### src/rtl/mod_updown_counter_if.sv
// Control/status bundle for mod_updown_counter: the driver side owns the
// controls, the counter owns the registered count and flags.
interface mod_updown_counter_if #(
    parameter int WIDTH = 8
);
    logic             clr;
    logic             load;
    logic [WIDTH-1:0] load_val;
    logic             en;
    logic             up;
    logic [WIDTH-1:0] count;
    logic             tc;
    logic             wrap;
    logic             done;
    logic             load_err;

    modport master (
        output clr, load, load_val, en, up,
        input  count, tc, wrap, done, load_err
    );

    modport slave (
        input  clr, load, load_val, en, up,
        output count, tc, wrap, done, load_err
    );
endinterface

### src/rtl/mod_updown_counter.sv
// Synchronous modulo-(MAX+1) up/down counter with load, clear, wrap or
// saturate end mode and a combinational terminal count for cascading.
module mod_updown_counter #(
    parameter int          WIDTH    = 8,
    parameter int unsigned MAX      = (1 << WIDTH) - 1,
    parameter int          SATURATE = 0
) (
    input  logic               clk,
    input  logic               reset_n,
    mod_updown_counter_if.slave bus
);
    localparam logic [WIDTH-1:0] MAX_V = MAX[WIDTH-1:0];
    localparam bit               SAT   = (SATURATE != 0);

    logic [WIDTH-1:0] count_q, count_d;
    logic             wrap_q,  wrap_d;
    logic             done_q,  done_d;
    logic             err_q,   err_d;
    logic             at_max, at_zero;

    assign at_max  = (count_q == MAX_V);
    assign at_zero = (count_q == '0);

    always_comb begin
        count_d = count_q;
        wrap_d  = 1'b0;
        done_d  = done_q;
        err_d   = 1'b0;
        if (bus.clr) begin
            count_d = '0;
            done_d  = 1'b0;
        end else if (bus.load) begin
            done_d = 1'b0;
            if (bus.load_val > MAX_V) begin
                count_d = MAX_V;
                err_d   = 1'b1;
            end else begin
                count_d = bus.load_val;
            end
        end else if (bus.en && !done_q) begin
            // done_q can only be set in saturate mode, so this gate is a no-op when wrapping
            if (bus.up) begin
                if (!at_max)   count_d = count_q + WIDTH'(1);
                else if (SAT)  done_d  = 1'b1;
                else begin
                    count_d = '0;
                    wrap_d  = 1'b1;
                end
            end else begin
                if (!at_zero)  count_d = count_q - WIDTH'(1);
                else if (SAT)  done_d  = 1'b1;
                else begin
                    count_d = MAX_V;
                    wrap_d  = 1'b1;
                end
            end
        end
    end

    always_ff @(posedge clk or negedge reset_n) begin
        if (!reset_n) begin
            count_q <= '0;
            wrap_q  <= 1'b0;
            done_q  <= 1'b0;
            err_q   <= 1'b0;
        end else begin
            count_q <= count_d;
            wrap_q  <= wrap_d;
            done_q  <= done_d;
            err_q   <= err_d;
        end
    end

    // tc stays combinational so a cascaded stage sees it on the same edge
    assign bus.tc       = bus.en & ((bus.up & at_max) | (~bus.up & at_zero)) & ~(SAT & done_q);
    assign bus.count    = count_q;
    assign bus.wrap     = wrap_q;
    assign bus.done     = SAT & done_q;
    assign bus.load_err = err_q;
endmodule

### src/flat_wrapper.sv
// flat-port wrapper written by rule: the top's interface ports become plain ports
module mod_updown_counter_flat 
#(
    parameter int          WIDTH    = 8,
    parameter int unsigned MAX      = (1 << WIDTH) - 1,
    parameter int          SATURATE = 0
)
  (clk, reset_n, bus_clr, bus_load, bus_load_val, bus_en, bus_up, bus_count, bus_tc, bus_wrap, bus_done, bus_load_err);
  mod_updown_counter_if #(.WIDTH(WIDTH)) bus_i ();
  input  logic clk;
  input  logic reset_n;
  input wire logic [$bits(bus_i.clr)-1:0] bus_clr;
  input wire logic [$bits(bus_i.load)-1:0] bus_load;
  input wire logic [$bits(bus_i.load_val)-1:0] bus_load_val;
  input wire logic [$bits(bus_i.en)-1:0] bus_en;
  input wire logic [$bits(bus_i.up)-1:0] bus_up;
  output wire logic [$bits(bus_i.count)-1:0] bus_count;
  output wire logic [$bits(bus_i.tc)-1:0] bus_tc;
  output wire logic [$bits(bus_i.wrap)-1:0] bus_wrap;
  output wire logic [$bits(bus_i.done)-1:0] bus_done;
  output wire logic [$bits(bus_i.load_err)-1:0] bus_load_err;
  assign bus_i.clr = bus_clr;
  assign bus_i.load = bus_load;
  assign bus_i.load_val = bus_load_val;
  assign bus_i.en = bus_en;
  assign bus_i.up = bus_up;
  assign bus_count = bus_i.count;
  assign bus_tc = bus_i.tc;
  assign bus_wrap = bus_i.wrap;
  assign bus_done = bus_i.done;
  assign bus_load_err = bus_i.load_err;
  mod_updown_counter #(.WIDTH(WIDTH), .MAX(MAX), .SATURATE(SATURATE)) u_core (.clk(clk), .reset_n(reset_n), .bus(bus_i));
endmodule
### config.mk
export PLATFORM = sky130hd
export DESIGN_NAME = mod_updown_counter_flat
export DESIGN_NICKNAME = d
export VERILOG_FILES = /design/src/rtl/mod_updown_counter_if.sv /design/src/rtl/mod_updown_counter.sv /design/src/flat_wrapper.sv
export SDC_FILE = /design/constraint.sdc
export NUM_CORES = 1
export LEC_CHECK = 0
export CORE_MARGIN = 1
export CORE_UTILIZATION = 40
export DETAILED_ROUTE_END_ITERATION = 16
export PLACE_DENSITY = 0.71
export SETUP_SLACK_MARGIN = 0.02
export SYNTH_ARGS = -nofsm -noshare
export SYNTH_HDL_FRONTEND = slang
export SYNTH_SLANG_ARGS = --single-unit
### constraint.sdc
create_clock -name clk -period 2.1 [get_ports clk]
set_input_delay 0.63 -clock clk [delete_from_list [all_inputs] [get_ports clk]]
set_output_delay 0.63 -clock clk [all_outputs]
set_load 0.005 [all_outputs]
Word level (Yosys, flattened, before mapping) --
Cells that the tools add are included.
Storage, ports and cells: output and inout port bits 12, flip-flop bits (word level) 11
Operators by class: equality and inequality tests 1, add/subtract/negate cells 2, reduce and logical (&&, ||, !) cells 5, mux-type cells 18, order comparisons 1, bitwise logic cells 5
Operator list (count):
- $mux 8 | 7
- $mux 1 | 11
- $add 8x1->8 const B | 1
- $eq 8x8->1 const B | 1
- $gt 8x8->1 const B | 1
- $logic_not 8->1 | 1
- $sub 8x1->8 const B | 1
- $and 1x1->1 | 3
- $reduce_bool 3->1 | 1
- $reduce_bool 2->1 | 1
- $logic_and 1x1->1 | 1
- $logic_not 1->1 | 1
- $not 1->1 | 1
- $or 1x1->1 | 1

Depth between registers and ports, before layout --
depth in word-level cells 6, gate-level depth with buffers 7

Worst setup path after synthesis --
Ideal clock, no wire load.
path type register -> output, start point register u_core.count_q[0], in the netlist u_core.bus.count[0], end point output bus_tc, path slack 0.241 ns, stages on the path, launching flop included 5, data arrival time 1.229 ns, required time 1.470 ns, cell sequence dfrtp_1 -> ha_1 -> nand3_1 -> nor3_1 -> o21a_1
On the way: longest elaborated chain between the ends 4, elaborated cells between the ends (all ways) 6, those cells by class eq/ne: 1; bitwise: 4; reduce/logical: 1
RTL lines:
- from (decl) | line mod_updown_counter.sv:15 | logic [WIDTH-1:0] count_q, count_d;
- from (signal assigned) | line mod_updown_counter.sv:67 | count_q <= count_d;
- $eq 8x8->1 / $logic_not 8->1 (equally long branches) | line mod_updown_counter.sv:21, mod_updown_counter.sv:22
- $and 1x1->1 | line mod_updown_counter.sv:75 | assign bus.tc = bus.en & ((bus.up & at_max) | (~bus.up & at_zero)) & ~(SAT & done_q);
- $or 1x1->1 * | line mod_updown_counter.sv:75
- $and 1x1->1 * | line mod_updown_counter.sv:75
- to (decl) | line flat_wrapper.sv:18 | output wire logic [$bits(bus_i.tc)-1:0] bus_tc;
Every way passes the cells marked *; elsewhere a longest branch is shown, timed or not.

Final worst setup path --
Ends and elaborated chain as after synthesis.

==> flow_metrics.py <==
metrics = {
    "synth": {
        "async_flop_share_pct": 100,
        "yosysTopAreaCell": "dfrtp_1",
        "synth-seq-cells": 9,
        "synth-edff-count": 0,
        "synth_flop_cell": "dfrtp_1",
        "yosys-top-cells-area": "dfrtp_1, a21oi_1, nor2_1",
        "syn_area_um2": 862,
        "seq_area_frac_synth_pct": 26.1,
        "synth_area_per_cell_um2": 7.91,
        "yosysWarnings": 0,
        "syn_inst": 109,
        "synth_common_cells": "nor2_1, a21oi_1, dfrtp_1",
        "synth.distinct_cells": 43,
        "synth_top_area_share_pct": 26.1,
        "synth_most_common_cell": "nor2_1",
    },
    "timing": {
        "rsz0062_at_grt": "true",
        "max_freq_ghz": 0.465,
        "hold_viol_final": 0,
        "slew_violations": 0,
        "fin_crit_ns": 2.15,
        "layout_setup_ws_ns": -0.0495,
        "finalCritPeriodShare_pct": 102,
        "clock-skew-final_ns": 0.000650,
        "finalSetupViolations": 1,
    },
    "floorplan": {
        "pin_count": 26,
        "die-area_um2": 2340,
        "die_w_um": 48.4,
        "start_util_pct": 43.1,
        "rows": 16,
        "die_y_um": 48.4,
        "coreArea_um2": 2000,
    },
    "pwr": {
        "switchingPower_mw": 0.206,
        "netSwitchingFraction_pct": 33.1,
        "seq_power_share_pct": 32.9,
        "p_int_mw": 0.416,
        "p_clk_share_pct": 21.8,
        "p_leak_nw": 0.612,
        "ir_drop_mv": 0.425,
        "power.density_nw_per_um2": 454,
        "p_comb_share_pct": 45.3,
    },
    "run_status": {
        "status": "finished, violations left",
        "violations": "negative setup slack",
    },
    "critical_path": {
        "cp_cell_sequence": "inv_2 -> ha_4 -> nor3b_4 -> nand2_2 -> nor2_1 -> o21a_1 -> buf_2",
        "slowest_delay_ns": 0.40,
        "cp-start-kind": "flop",
        "reg2reg_setup_slack_ns": 0.33,
        "crit_start": "u_core.bus.count[0]$_DFFE_PN0P_",
        "critPathMaxFanout": 2,
        "critPathKind": "flop to primary output",
        "crit_slowest_cell": "dfrtp_1",
        "cp_data_arrival_time_ns": 1.52,
        "cp.required_ns": 1.47,
        "endpoint": "bus_tc",
        "cp-end-kind": "primary output",
        "reg2reg_from": "u_core.bus.count[1]$_DFFE_PN0P_",
        "reg2reg_to": "u_core.bus.count[3]$_DFFE_PN0P_",
        "rr_worst_depth": 9,
    },
    "min_path": {
        "hp-class": "input port to asynchronous set/reset pin",
    },
    "final_layout": {
        "register_area_um2": 225,
        "nets": 176,
        "n_antenna_cell": 0,
        "multi_input_area_um2": 601,
        "fin_cells": 185,
        "area_growth_syn_to_layout_pct": 58.6,
        "n_fill_cell": 174,
        "final_core_util_pct": 68.3,
        "drive_gt1_share_pct": 30.4,
    },
    "drt": {
        "wl_um": 2620,
        "firstDrtPassIters": 4,
        "drt-initial-drc-count": 36,
        "routed_via_density": 5.49,
        "avgRoutedWirePerCell_um": 14.2,
        "ant_nets": 0,
        "vias": 1016,
        "route.detailed.drc": 0,
    },
    "clock_network": {
        "cts_tree": "built",
        "clk_pin_slew_worst_paths_ns": 0.06,
        "cts_root_buf": "clkbuf_4",
        "clk_path_buf_depth": 2,
        "numCtsBuffers": 3,
        "cts.sinks": 9,
        "htreeDepth": 1,
        "clk_latency_ns": 0.26,
    },
    "flow_run": {
        "maxCapViolCount": 0,
    },
    "global_route": {
        "overflow": 0,
        "grt_use_met2_pct": 41.3,
        "met1_usage_pct": 28.9,
        "use_met3_pct": 6.60,
        "grt_usage_pct": 24.3,
        "antenna_found_initial": 0,
        "grt_pass1_vias": 963,
        "grt_pass1_wl_um": 4330,
        "busiest_layer": "met2",
        "grt_max_degree": 12,
    },
    "placed_design": {
        "place_inst": 175,
        "portBuffers": 23,
        "routabilityCongestion": 0.991,
        "hpwlAfterDp_um": 1990,
    },
}
sequential cells by signal, indices dropped and copies added, names as in the netlist:
| signal | flops |
|---|---|
| u_core.bus.count | 8 |
| u_core.bus.wrap | 1 |
worst max-delay path, delay by kind of cell (launching register included):
family                     cells  cell delay, ns
AOI/OAI and AO/OA              1            0.12
adders and majority gates      1            0.13
buffers and inverters          2            0.19
DFF                            1            0.40
and+or+nand+nor                3            0.42
worst min path at each step:
stage                                                 end  slack [ns]
after global routing      u_core.bus.count[2]$_DFFE_PN0P_        0.72
after floorplan           u_core.bus.count[0]$_DFFE_PN0P_        0.33
after global placement    u_core.bus.count[2]$_DFFE_PN0P_        0.68
after CTS                 u_core.bus.count[7]$_DFFE_PN0P_        0.69
final                     u_core.bus.count[2]$_DFFE_PN0P_        0.68
after detailed placement  u_core.bus.count[2]$_DFFE_PN0P_        0.69
cells by family (layout without fill, tap and decap cells):
group,count (synthesis),after routing,synth area share (%)
simple gates,42,42,27.7
compound gates,32,32,25.1
buf+inv,15,63,9.00
flops,9,9,26.1
xor+xnor,6,6,6.10
fa+ha+maj,3,3,4.35
other cells,1,2,0.435
mux,1,1,1.16
per-layer routing:
| layer | up-vias | wire length [um] | share of wire [%] |
|---|---|---|---|
| met1 | 457 | 1060 | 40 |
| met2 | 59 | 1330 | 51 |
| met3 | 6 | 168 | 6.4 |
| met5 | - | 0 | 0 |
| li1 | 494 | - | - |
| met4 | 0 | 70 | 2.7 |
layout by cell type, fill, tap and decap left out, types with 3 or more instances in the layout:
cell type,synthesis,layout
buf_4,3,30
clkdlybuf4s50_1,0,19
nor2_1,12,12
a21oi_1,9,9
dfrtp_1,9,9
o21ai_0,6,6
nor3_1,6,5
nand2_1,5,4
nand3_1,5,4
inv_1,5,3
xor2_1,3,3
a221o_1,3,3
xnor2_1,3,3
clkbuf_4,0,3
power by group through the flow:
| stage | Combinational [mW] | Sequential [mW] | Clock, mW |
|---|---|---|---|
| 2_1_floorplan | 0.134 | 0.205 | 0 |
| 3_3_place_gp | 0.250 | 0.206 | 0 |
| 3_5_place_dp | 0.253 | 0.207 | 0 |
| 4_1_cts | 0.277 | 0.204 | 0.140 |
| 5_1_grt | 0.305 | 0.206 | 0.149 |
| 6_report | 0.281 | 0.205 | 0.136 |
layout make-up:
type	instances	share of cell area (%)
Clock buffer	4	1.92
Inverter	5	1.37
Multi-Input combinational cell	86	43.9
Sequential cell	9	16.5
Tap cell	27	2.47
Timing Repair Buffer	54	33.9
timing repair:
| action | in CTS | in global routing |
|---|---|---|
| buffers inserted | 6 | 0 |
| resized for setup | 14 | 4 |
| pin swaps | 4 | 3 |
| setup endpoints to repair | 1 | 3 |
| hold buffers | 0 | 0 |
metrics by stage:
stage	setup WS, ns	hold slack, ns	TNS [ns]	cell area, um2	total power [mW]
final	-0.0495	0.682	-0.0495	1370	0.621
after global routing	-0.114	0.715	-0.114	1370	0.661
after CTS	-0.0636	0.693	-0.0636	1360	0.621
after detailed placement	-0.613	0.692	-0.741	1260	0.460
after global placement	-0.575	0.675	-0.683	1260	0.456
after floorplan	0.241	0.334	0	866	0.339
Power figures use the tool's default switching activity.
